## src/rtl/sync_fifo_ext.sv

```systemverilog
// Single-clock FIFO with occupancy count, programmable almost-full/almost-empty
// thresholds, sticky overflow/underflow flags and optional first-word-fall-through.
module sync_fifo_ext #(
    parameter int unsigned WIDTH         = 8,
    parameter int unsigned DEPTH         = 8,
    parameter int unsigned FWFT          = 0,
    parameter int unsigned AFULL_THRESH  = DEPTH - 2,
    parameter int unsigned AEMPTY_THRESH = 2
) (
    input  logic                       clk,
    input  logic                       rst,
    input  logic                       wr_en,
    input  logic [WIDTH-1:0]           din,
    input  logic                       rd_en,
    output logic [WIDTH-1:0]           dout,
    output logic                       dout_valid,
    output logic                       full,
    output logic                       empty,
    output logic                       almost_full,
    output logic                       almost_empty,
    output logic [$clog2(DEPTH):0]     count,
    output logic                       overflow,
    output logic                       underflow,
    input  logic                       clr_err
);

    localparam int unsigned AW = $clog2(DEPTH);
    localparam int unsigned CW = AW + 1;

    logic [WIDTH-1:0] mem [DEPTH];
    logic [AW-1:0]    wr_ptr;
    logic [AW-1:0]    rd_ptr;
    logic [AW-1:0]    rd_ptr_inc_c;
    logic [AW-1:0]    head_ptr_c;
    logic [WIDTH-1:0] head_next_c;
    logic             wr_acc_c;
    logic             rd_acc_c;
    logic [CW-1:0]    count_next_c;

    // Accept decisions; a full FIFO still takes a write when a read frees a slot.
    // The next head word bypasses storage when it is being written this cycle.
    always_comb begin
        rd_acc_c     = rd_en && !empty;
        wr_acc_c     = wr_en && (!full || rd_acc_c);
        count_next_c = count + CW'(wr_acc_c) - CW'(rd_acc_c);
        rd_ptr_inc_c = rd_ptr + AW'(1);
        head_ptr_c   = rd_acc_c ? rd_ptr_inc_c : rd_ptr;
        head_next_c  = (wr_acc_c && (wr_ptr == head_ptr_c)) ? din : mem[head_ptr_c];
    end

    // Storage array is intentionally left unreset.
    always_ff @(posedge clk) begin
        if (wr_acc_c) begin
            mem[wr_ptr] <= din;
        end
    end

    always_ff @(posedge clk or posedge rst) begin
        if (rst) begin
            wr_ptr       <= '0;
            rd_ptr       <= '0;
            count        <= '0;
            dout         <= '0;
            dout_valid   <= 1'b0;
            full         <= 1'b0;
            empty        <= 1'b1;
            almost_full  <= 1'b0;
            almost_empty <= 1'b1;
            overflow     <= 1'b0;
            underflow    <= 1'b0;
        end else begin
            if (wr_acc_c) begin
                wr_ptr <= wr_ptr + AW'(1);
            end
            if (rd_acc_c) begin
                rd_ptr <= rd_ptr_inc_c;
            end
            count        <= count_next_c;
            full         <= (count_next_c == CW'(DEPTH));
            empty        <= (count_next_c == '0);
            almost_full  <= (count_next_c >= CW'(AFULL_THRESH));
            almost_empty <= (count_next_c <= CW'(AEMPTY_THRESH));

            // FWFT keeps the head word registered on dout; an empty FIFO holds the last head.
            if (FWFT != 0) begin
                if (count_next_c != '0) begin
                    dout <= head_next_c;
                end
                dout_valid <= (count_next_c != '0);
            end else begin
                if (rd_acc_c) begin
                    dout <= mem[rd_ptr];
                end
                dout_valid <= rd_acc_c;
            end

            // Set takes priority over clear.
            overflow  <= (overflow  && !clr_err) || (wr_en && !wr_acc_c);
            underflow <= (underflow && !clr_err) || (rd_en && !rd_acc_c);
        end
    end

endmodule

```

## config.mk

```make
export PLATFORM = sky130hd
export DESIGN_NAME = sync_fifo_ext
export DESIGN_NICKNAME = d
export VERILOG_FILES = /design/src/rtl/sync_fifo_ext.sv
export SDC_FILE = /design/constraint.sdc
export NUM_CORES = 1
export LEC_CHECK = 0
export BUFFER_PORTS_ARGS = -buffer_cell sky130_fd_sc_hd__buf_2
export CORE_AREA = 2 2 82 84
export CTS_CLUSTER_DIAMETER = 30
export CTS_CLUSTER_SIZE = 12
export DETAILED_ROUTE_END_ITERATION = 10
export DIE_AREA = 0 0 84 86
export PLACE_DENSITY = 0.83
export SLEW_MARGIN = 0
export SYNTH_ARGS = -nofsm -noshare
export SYNTH_HDL_FRONTEND = slang
export SYNTH_SLANG_ARGS = --single-unit
```

## constraint.sdc

```tcl
create_clock -name clk -period 3.5 [get_ports clk]
set_clock_uncertainty 0.2 [all_clocks]
set_input_delay 0.7 -clock clk [delete_from_list [all_inputs] [get_ports clk]]
set_output_delay 0.7 -clock clk [all_outputs]
set_load 0.005 [all_outputs]
```

==> run_results.csv, run 1 <==
group,metric,value,unit
worst_setup_path,critical_path_class,"register to register",
run_status,status,"complete, no violations",
clock_tree,post_cts_resized,0,
timing,finalHoldViolations,0,
power_and_ir_drop,ir_drop,0.570,mV
timing,fin_setup_tns,0,ns
timing,fin_crit_sh,0.796,
worst_setup_path,worst-path-max-fanout,5,
logic_synthesis,synth_cell_types,34,
clock_tree,clk-insertion-delay-late,0.36,ns
logic_synthesis,ys_top_cells_by_area,"edfxtp_1 (53%), dfrtp_1 (16%), mux2i_1 (8.9%)",
logic_synthesis,synth-simple-area-share,0.0730,
logic_synthesis,syn_area_per_cell,15.7,µm²
drt,wl,6.29,mm
power_and_ir_drop,p_leak,1.64,nW
clock_tree,cts_setup_buffers,0,
floorplanning,core,6280,µm²
drt,drc_errors,0,
worst_setup_path,cp-end-kind,"register",
logic_synthesis,yosysTopAreaCell,"edfxtp_1",
clock_tree,cts_max_level,3,
grt,grt_pass1_vias,2035,
clock_tree,cts_hold_buf,0,
worst_setup_path,critPathMaxStageDelay,0.48,ns
drt,viasPerCell,5.54,
logic_synthesis,synth_top_family_by_area,"multiplexers",
timing,drv_slew,0,
logic_synthesis,synth_compound_area_frac,0.0492,
clock_tree,cts_tree,"done",
worst_setup_path,crit_required,3.59,ns
logic_synthesis,yosysTopAreaCellShare,0.532,
place,io_buffer_count,31,
min_path,hp-class,"register to register",
place,dp_hpwl,3.88,mm
timing,fin_crit,2.79,ns
place,dp.cells,338,
grt,grt_pass1_wl,10.2,mm
floorplanning,die_h,86,µm
grt,grt-ovfl-total,0,
layout,finalNetCount,292,
clock_tree,clk_path_buf_depth,2,
worst_setup_path,critPathBufInv,4,
floorplanning,die-width,84,µm
logic_synthesis,synth_warnings,0,
power_and_ir_drop,finalPower,3.32,mW
logic_synthesis,ys_ff_latch,89,
timing,whs,0.280,ns
timing,rsz0062_at_grt,"false",
grt,antenna_found_initial,0,
layout,drive_above_1_share,0.245,
clock_tree,cts-root-buf,"clkbuf_8",
clock_tree,cts.sinks,89,
layout,syn2layout_area_growth,12.0,%
floorplanning,design.die.area,7220,µm²
timing,worst_slew_margin_rel,0.371,
drt,drt_pass1_iterations,4,
power_and_ir_drop,powerDensity,820,nW/µm²
worst_setup_path,crit_family,"adder cells",
grt,grt_max_degree,35,
layout,diodes,0,
logic_synthesis,yosysSeqAreaShare,0.705,
drt,drt_iter0_drc,141,
clock_tree,path_clk_slew,0.08,ns
worst_setup_path,crit_chain,"nand2b_4, a21boi_2, inv_2, ha_1, inv_1, ha_1, inv_1, fa_1, inv_1, or3_1, nor2b_1",
grt,grtUsageTotal,0.196,
timing,fmax,359,MHz
drt,ant_nets,0,
clock_tree,cts-buffers-inserted,9,
floorplanning,std_cell_rows,29,
worst_setup_path,crit_slowest_cell,"fa_1",
drt,dr_total_vias,1961,
logic_synthesis,synthCells,230,
timing,finalSetupViolCount,0,
run,maxCapViolCount,0,
floorplanning,initial_core_util,0.576,
layout,fin_cells,354,
layout,final_util,0.645,
floorplanning,io_pins,32,
worst_setup_path,cpMostUsedCell,"inv_1",
logic_synthesis,synthMuxAreaShare,0.0917,
logic_synthesis,synthXorXnorAreaFrac,0.0190,
logic_synthesis,syn_nets,250,
drt,wl_per_cell,17.8,µm
timing,worst_pin_slew,0.943,ns
worst_setup_path,critPathLaunchType,"register",
worst_setup_path,critPathArrivalTime,2.88,ns
place,gp_congestion,0.745,
logic_synthesis,synthAdderAreaFrac,0.0263,
logic_synthesis,netlist_area,3610,µm²
## worst register-to-register path, cell delays in order (launching register included)
cell and delay [ns]:
dfstp_2 0.38, nand2b_4 0.14, a21boi_2 0.27, inv_2 0.13
ha_1 0.31, inv_1 0.06, ha_1 0.16, inv_1 0.06
fa_1 0.48, inv_1 0.07, or3_1 0.37, nor2b_1 0.11
## layout by cell type (no fill, tap or decap), drive strengths merged, types with 4 or more instances in the layout
cell type / synthesis / routed
buf: 7 / 40
xnor2: 6 / 6
mux2i: 32 / 32
nand3: 9 / 9
clkbuf: 2 / 10
nor2: 5 / 5
dfrtp: 23 / 23
a22oi: 16 / 16
inv: 11 / 14
nor3: 4 / 4
nand2: 24 / 24
edfxtp: 64 / 64
ha: 6 / 6
## metrics by stage
step	instance area (µm²)	setup WS, ns
after CTS	4050	0.701
final	4050	0.714
after global placement	3850	0.420
after global routing	4050	0.513
after floorplan	3610	0.623
after detailed placement	3850	0.343
## state kept, by name, indices dropped and copies added, names as in the netlist
register      count
overflow          1
dout_valid        1
rd_ptr            3
full              1
empty             1
count             4
wr_ptr            3
mem              64
dout              8
almost_full       1
almost_empty      1
underflow         1
## power breakdown
part	leakage, nW	switching, mW	internal (mW)	total [mW]
sequential	0.879	0.140	1.38	1.52
clock	0.0994	0.363	0.341	0.704
combinational	0.664	0.622	0.472	1.09
## area by class of cell
class | instances | area, µm²
inverter | 11 | 41.3
clock buffer | 10 | 128
fill | 454 | 2230
timing repair buffer | 40 | 223
tap | 77 | 96.3
clock inverter | 6 | 75.1
multi-input combinational | 121 | 937
sequential | 89 | 2550
## metal layers
layer  GRT usage  up-vias  share of wire
li1            -      920              -
met1       0.242      963           0.40
met2       0.318       65           0.51
met3      0.0520       13          0.063
met4       0.110        0          0.022
met5           0        -              0
## synth_stat cells
| library cell | n |
|---|---|
| buf_12 | 2 |
| mux2_1 | 1 |
| nor2_1 | 5 |
| buf_4 | 1 |
| inv_2 | 1 |
| and2_1 | 1 |
| nand2_1 | 24 |
| nand2b_4 | 1 |
| buf_1 | 1 |
| a21o_1 | 2 |
| buf_2 | 1 |
| nor3_2 | 4 |
| nor4_2 | 1 |
| clkbuf_1 | 2 |
| ha_1 | 6 |
| or3_1 | 1 |
| xnor2_1 | 5 |
| a21boi_2 | 1 |
| nand2b_1 | 2 |
| edfxtp_1 | 64 |
| fa_1 | 1 |
| nand3_1 | 9 |
| nor2b_1 | 3 |
| dfrtp_1 | 23 |
| a211oi_2 | 1 |
| dfstp_2 | 2 |
| a22oi_1 | 16 |
| xor2_1 | 1 |
| a21oi_2 | 1 |
| inv_1 | 10 |
| xnor2_2 | 1 |
| mux2i_1 | 32 |
| buf_6 | 2 |
| o21ai_0 | 2 |
## worst paths after layout
path	end	startpoint	depth (start not counted)	slack, ns
setup / recovery	full	empty	11	0.71
hold / removal	dout[7]	dout[7]	2	0.28
setup reg to reg	full	empty	11	0.71
hold reg to reg	dout[7]	dout[7]	2	0.28
max in group asynchronous	count[0]	rst	2	2.18
min in group asynchronous	dout[4]	rst	2	0.34
## logic make-up after synthesis
family,count (synthesis)
XOR/XNOR,7
AO/OA/AOI/OAI,23
flip-flops,89
multiplexers,33
buffers and inverters,20
adder cells (fa/ha/maj),7
AND/OR/NAND/NOR,51
Power figures use the tool's default switching activity.
==> inputs of run 2 (changes only) <==
--- a/config.mk
+++ b/config.mk
@@ -6,12 +6,12 @@
 export NUM_CORES = 1
 export LEC_CHECK = 0
 export BUFFER_PORTS_ARGS = -buffer_cell sky130_fd_sc_hd__buf_2
-export CORE_AREA = 2 2 82 84
+export CORE_AREA = 2 2 86 88
 export CTS_CLUSTER_DIAMETER = 30
 export CTS_CLUSTER_SIZE = 12
 export DETAILED_ROUTE_END_ITERATION = 10
-export DIE_AREA = 0 0 84 86
-export PLACE_DENSITY = 0.83
+export DIE_AREA = 0 0 88 90
+export PLACE_DENSITY = 0.8
 export SLEW_MARGIN = 0
 export SYNTH_ARGS = -nofsm -noshare
 export SYNTH_HDL_FRONTEND = slang
==> constraint.sdc (replaced) <==
create_clock -name clk -period 2.5 [get_ports clk]
set_clock_uncertainty 0.2 [all_clocks]
set_input_delay 0.5 -clock clk [delete_from_list [all_inputs] [get_ports clk]]
set_output_delay 0.5 -clock clk [all_outputs]
set_load 0.005 [all_outputs]
==> run 2 against run 1 <==
  * Power grew 40%
  * Via count grew 3.0%
  * Register-to-register slack lost 0.70 ns
  * Critical path depth is the same
  * Utilization shrank 4.5 points
  * Sequential power grew 39%
  * Clock power grew 20%
  * Final cell count grew 11%
  * Clock-buffer cell count grew 3
  * Worst setup slack lost 0.70 ns
  * Non-clock buffer count grew 17
  * Critical path type unchanged
==> run_results.csv, run 2 (synthesized netlist as in run 1, its figures left out) <==
group,metric,value,unit
layout,reg_top3,"mem: 64 flops, dout: 8 flops, count: 4 flops",
drt,dr_total_vias,2019,
floorplanning,std_cell_rows,31,
floorplanning,initial_core_util,0.515,
drt,drc_errors,0,
worst_setup_path,cp-end-kind,"register",
layout,layout_common_cells,"edfxtp_1 (64), mux2i_1 (32), buf_2 (31), buf_4 (26), nand2_1 (24)",
worst_setup_path,critPathLaunchType,"register",
worst_setup_path,crit_required,2.59,ns
timing,rsz0062_at_grt,"true",
power_and_ir_drop,finalPower,4.66,mW
power_and_ir_drop,p_leak,1.72,nW
layout,drive_above_1_share,0.306,
run,maxCapViolCount,0,
grt,grt_max_degree,35,
layout,top_register,"mem",
grt,grt_pass1_vias,1978,
floorplanning,io_pins,32,
place,dp_hpwl,4.21,mm
layout,syn2layout_area_growth,16.5,%
drt,viasPerCell,5.14,
drt,drt_pass1_iterations,4,
timing,drv_slew,0,
grt,grt_pass1_wl,10.3,mm
clock_tree,cts_hold_buf,0,
floorplanning,die_h,90,µm
worst_setup_path,critical_path_class,"register to register",
power_and_ir_drop,powerDensity,1110,nW/µm²
clock_tree,cts-root-buf,"clkbuf_8",
clock_tree,clk_path_buf_depth,2,
clock_tree,cts-buffers-inserted,9,
timing,finalSetupViolCount,0,
floorplanning,core,7020,µm²
timing,fmax,403,MHz
layout,final_common_cell,"edfxtp_1",
place,gp_congestion,0.756,
min_path,hp-class,"input pin to async pin",
timing,fin_setup_tns,0,ns
clock_tree,cts_max_level,3,
worst_setup_path,worst-path-max-fanout,3,
layout,diodes,0,
timing,fin_crit_sh,0.993,
run_status,status,"complete, no violations",
clock_tree,cts_tree,"done",
worst_setup_path,critPathArrivalTime,2.57,ns
timing,worst_slew_margin_rel,0.528,
timing,worst_pin_slew,0.706,ns
drt,wl,6.43,mm
clock_tree,cts.sinks,89,
timing,fin_crit,2.48,ns
timing,finalHoldViolations,0,
floorplanning,design.die.area,7920,µm²
grt,grt-ovfl-total,0,
layout,finalNetCount,309,
layout,largest_reg_flops,64,
clock_tree,path_clk_slew,0.08,ns
place,io_buffer_count,31,
power_and_ir_drop,ir_drop,0.618,mV
grt,grtUsageTotal,0.180,
worst_setup_path,rrSetupSlack,0.02,ns
clock_tree,clk-insertion-delay-late,0.35,ns
drt,ant_nets,0,
floorplanning,die-width,88,µm
drt,wl_per_cell,16.4,µm
grt,antenna_found_initial,0,
drt,drt_iter0_drc,127,
-- run 2: changes by cell type in the layout (fill, tap and decap cells not counted), moves of 2 or more --
cell / before / now
buf_4: 9 / 26
clkbuf_1: 1 / 3
clkinv_2: 0 / 2
ha_1: 6 / 4
ha_4: 0 / 2
inv_1: 10 / 6
inv_2: 1 / 4
inv_6: 2 / 0
-- run 2: where the power goes --
part           switching [mW]  internal, mW
Clock                   0.455         0.388
Sequential              0.182          1.93
Combinational           0.899         0.799
-- run 2: critical path, cell delays in order, from the launching register on --
cell	delay, ns
dfstp_2	0.54
nand2b_4	0.15
a21boi_4	0.06
inv_2	0.07
ha_4	0.20
inv_4	0.05
ha_4	0.12
inv_2	0.03
fa_1	0.50
inv_2	0.04
or3_4	0.36
nor2b_1	0.11
-- run 2: per-layer routing --
| layer | vias up | global-route usage | routed length, µm |
|---|---|---|---|
| met1 | 1006 | 0.225 | 2670 |
| met5 | - | 0 | 0 |
| met3 | 6 | 0.0523 | 238 |
| met2 | 48 | 0.290 | 3440 |
| met4 | 0 | 0.0744 | 81 |
| li1 | 959 | - | - |
-- run 2: cell type report --
| cell class | count | area, µm² |
|---|---|---|
| multi-input cells | 121 | 975 |
| repair buffers | 57 | 350 |
| inverters | 11 | 43.8 |
| clock buffers | 13 | 149 |
| flip-flops and latches | 89 | 2550 |
| clock inverters | 3 | 18.8 |
| fillers | 523 | 2810 |
| well taps | 99 | 124 |
-- run 2: what timing repair did --
action | CTS | global route
gates resized for setup | 1 | 1
endpoints found under the setup margin | 2 | 2
buffers inserted | 2 | 1
pin swaps | 3 | 1
-- run 2: final timing paths --
check                        start  cells after the start        end
setup reg to reg             empty                     11       full
hold / removal                 rst                      2  wr_ptr[0]
max in group asynchronous      rst                      3    dout[6]
hold reg to reg            dout[6]                      2    dout[6]
setup / recovery             empty                     11       full
min in group clk           clr_err                      2   overflow
-- run 2: metrics by stage --
stage                     std cells  hold WS (ns)   util  cell area, µm²  worst slack, ns
after floorplan                 230         0.270      -            3650          -0.0766
after global placement          374         0.255  0.572            4010           -0.104
after detailed placement        374         0.259  0.572            4010           -0.168
after CTS                       392        0.0298  0.598            4200         -0.00119
after global routing            393        0.0605  0.600            4210          -0.0440
final                           393        0.0163  0.600            4210           0.0176
==> inputs of run 3 (changes only) <==
--- a/config.mk
+++ b/config.mk
@@ -11,7 +11,7 @@
 export CTS_CLUSTER_SIZE = 12
 export DETAILED_ROUTE_END_ITERATION = 10
 export DIE_AREA = 0 0 88 90
-export PLACE_DENSITY = 0.8
+export PLACE_DENSITY = 0.72
 export SLEW_MARGIN = 0
 export SYNTH_ARGS = -nofsm -noshare
 export SYNTH_HDL_FRONTEND = slang
==> run 3 against run 2 <==
  * Via count rose by 0.15%
  * Highest routed layer unchanged
  * Clock-buffer cell count fell by 1
  * Sequential share of layout area fell by 0.43 points
  * Non-clock buffer count did not move
  * Final cell count did not move
  * Register-to-register slack got worse by 0.02 ns
  * Critical path type unchanged
  * Wire length rose by 2.6%
  * Global-route usage rose by 0.35 points
  * Critical path depth did not move
  * Utilization rose by 0.43 points
  * The run now ends with negative setup slack left
  * First-iteration DRC count fell by 4.7%
==> run_results.csv, run 3 (synthesized netlist as in run 1, its figures left out) <==
group,metric,value,unit
drt,wl,6.60,mm
worst_setup_path,crit_chain,"nand2b_4, a21boi_4, inv_2, ha_4, inv_4, ha_4, inv_2, fa_1, inv_2, or3_4, nor2b_1",
worst_setup_path,critical_path_class,"register to register",
clock_tree,path_clk_slew,0.08,ns
floorplanning,initial_core_util,0.515,
power_and_ir_drop,swShare,0.327,
layout,drive_above_1_share,0.310,
floorplanning,io_pins,32,
power_and_ir_drop,ir_drop,0.787,mV
min_path,hp-class,"input pin to async pin",
timing,drv_slew,0,
timing,fin_crit,2.51,ns
grt,antenna_found_initial,0,
timing,fmax,399,MHz
floorplanning,std_cell_rows,31,
timing,finalHoldViolations,0,
drt,dr_total_vias,2022,
timing,worst_slew_margin_rel,0.523,
layout,nFillCells,543,
timing,worst_pin_slew,0.713,ns
worst_setup_path,worst-path-max-fanout,4,
layout,final_common_cell,"edfxtp_1",
drt,drt_pass1_iterations,6,
floorplanning,die_h,90,µm
run_status,status,"finished, violations left",
power_and_ir_drop,seq_power_share,0.441,
floorplanning,design.die.area,7920,µm²
worst_setup_path,critPathMaxStageDelay,0.54,ns
layout,top_register,"mem",
power_and_ir_drop,finalPower,4.79,mW
run,maxCapViolCount,0,
power_and_ir_drop,p_comb_frac,0.355,
drt,drc_errors,0,
power_and_ir_drop,powerDensity,1130,nW/µm²
timing,finalSetupViolCount,1,
place,gp_congestion,0.755,
layout,diodes,0,
place,io_buffer_count,31,
clock_tree,cts-buffers-inserted,9,
run_status,violations,"negative setup slack",
timing,rsz0062_at_grt,"true",
clock_tree,cts.sinks,89,
timing,fin_ws,-0.00572,ns
worst_setup_path,r2r.worst_path.cells,11,
clock_tree,cts-root-buf,"clkbuf_8",
drt,viasPerCell,5.15,
worst_setup_path,cpMostUsedCell,"inv_2",
floorplanning,core,7020,µm²
layout,layout_common_cells,"edfxtp_1 (64), mux2i_1 (32), buf_2 (31), buf_4 (26), nand2_1 (24)",
layout,syn2layout_area_growth,17.3,%
clock_tree,cts_max_level,3,
power_and_ir_drop,p_leak,1.73,nW
drt,wl_per_cell,16.8,µm
clock_tree,clk-insertion-delay-late,0.35,ns
grt,grt-ovfl-total,0,
worst_setup_path,crit_slowest_cell,"dfstp_2",
grt,grtUsageTotal,0.183,
layout,largest_reg_flops,64,
clock_tree,clk_path_buf_depth,2,
clock_tree,cts_tree,"done",
grt,grt_pass1_vias,1981,
place,dp_hpwl,4.33,mm
drt,ant_nets,0,
layout,reg_top3,"mem: 64 flops, dout: 8 flops, count: 4 flops",
power_and_ir_drop,switchingPower,1.57,mW
layout,final_util,0.604,
power_and_ir_drop,clkPwrFrac,0.204,
grt,grt_max_degree,35,
grt,grt_pass1_wl,10.5,mm
worst_setup_path,crit_required,2.58,ns
drt,drt_iter0_drc,121,
layout,finalNetCount,309,
worst_setup_path,critPathLaunchType,"register",
floorplanning,die-width,88,µm
worst_setup_path,cp-end-kind,"register",
power_and_ir_drop,p_int,3.22,mW
timing,fin_crit_sh,1.00,
worst_setup_path,critPathArrivalTime,2.59,ns
-- run 3: cell types whose count changed in the layout (fill, tap and decap cells not counted) --
cell	delta
bufinv_16	+1
clkinv_4	+1
clkinv_2	-1
clkbuf_1	-1
-- run 3: power by group through the flow --
stage	Sequential, mW	Clock (mW)	Combinational, mW
after floorplan	2.14	0	1.20
after global placement	2.13	0	1.64
after detailed placement	2.15	0	1.68
after CTS	2.12	0.992	1.71
after global routing	2.15	1.05	1.90
final	2.11	0.978	1.70
-- run 3: cell type report --
type | count | area, µm² | area share
repair buffers | 57 | 350 | 0.0826
inverters | 11 | 43.8 | 0.0103
multi-input cells | 121 | 975 | 0.230
clock buffers | 12 | 145 | 0.0342
clock inverters | 4 | 52.6 | 0.0124
well taps | 99 | 124 | 0.0292
flip-flops and latches | 89 | 2550 | 0.601
-- run 3: path summary, 6_finish.rpt --
check / startpoint / to / slack (ns)
setup / recovery: empty / full / -0.006
hold / removal: rst / dout[6] / 0.004
setup reg to reg: empty / full / -0.006
hold reg to reg: dout[5] / dout[5] / 0.27
max in group asynchronous: rst / rd_ptr[1] / 1.50
min in group clk: clr_err / overflow / 0.14
-- run 3: metal layers --
layer | up-vias | GRT usage | share of wire
met5 | - | 0 | 0
met4 | 0 | 0.0795 | 0.023
met3 | 11 | 0.0441 | 0.050
met2 | 50 | 0.278 | 0.49
met1 | 1000 | 0.252 | 0.43
li1 | 961 | - | -
-- run 3: per-stage QoR --
| step | instances | worst slack, ns | cell area [µm²] | setup TNS [ns] | hold slack (ns) |
|---|---|---|---|---|---|
| 3_5_place_dp | 374 | -0.148 | 4010 | -0.280 | 0.258 |
| 5_1_grt | 393 | -0.0733 | 4240 | -0.144 | 0.0440 |
| 4_1_cts | 391 | -0.00211 | 4220 | -0.00211 | 0.0131 |
| 6_report | 393 | -0.00572 | 4240 | -0.00572 | 0.00419 |
| 2_1_floorplan | 230 | -0.0766 | 3650 | -0.133 | 0.270 |
| 3_3_place_gp | 374 | -0.106 | 4010 | -0.192 | 0.254 |
-- run 3: repair_timing --
action                                  4_1_cts  5_1_grt
endpoints found under the setup margin        2        2
setup buffers                                 1        2
cloned                                        0        0
hold buffers                                  0        0
pin swaps                                     3        0
gates resized for setup                       1        1
-- run 3: worst max-delay path: cells and delay by family, from the launching register on --
kind            cells  cell delay (ns)
fa+ha+maj           3             0.81
simple gates        3             0.63
flops               1             0.54
buf+inv             4             0.19
compound gates      1             0.06
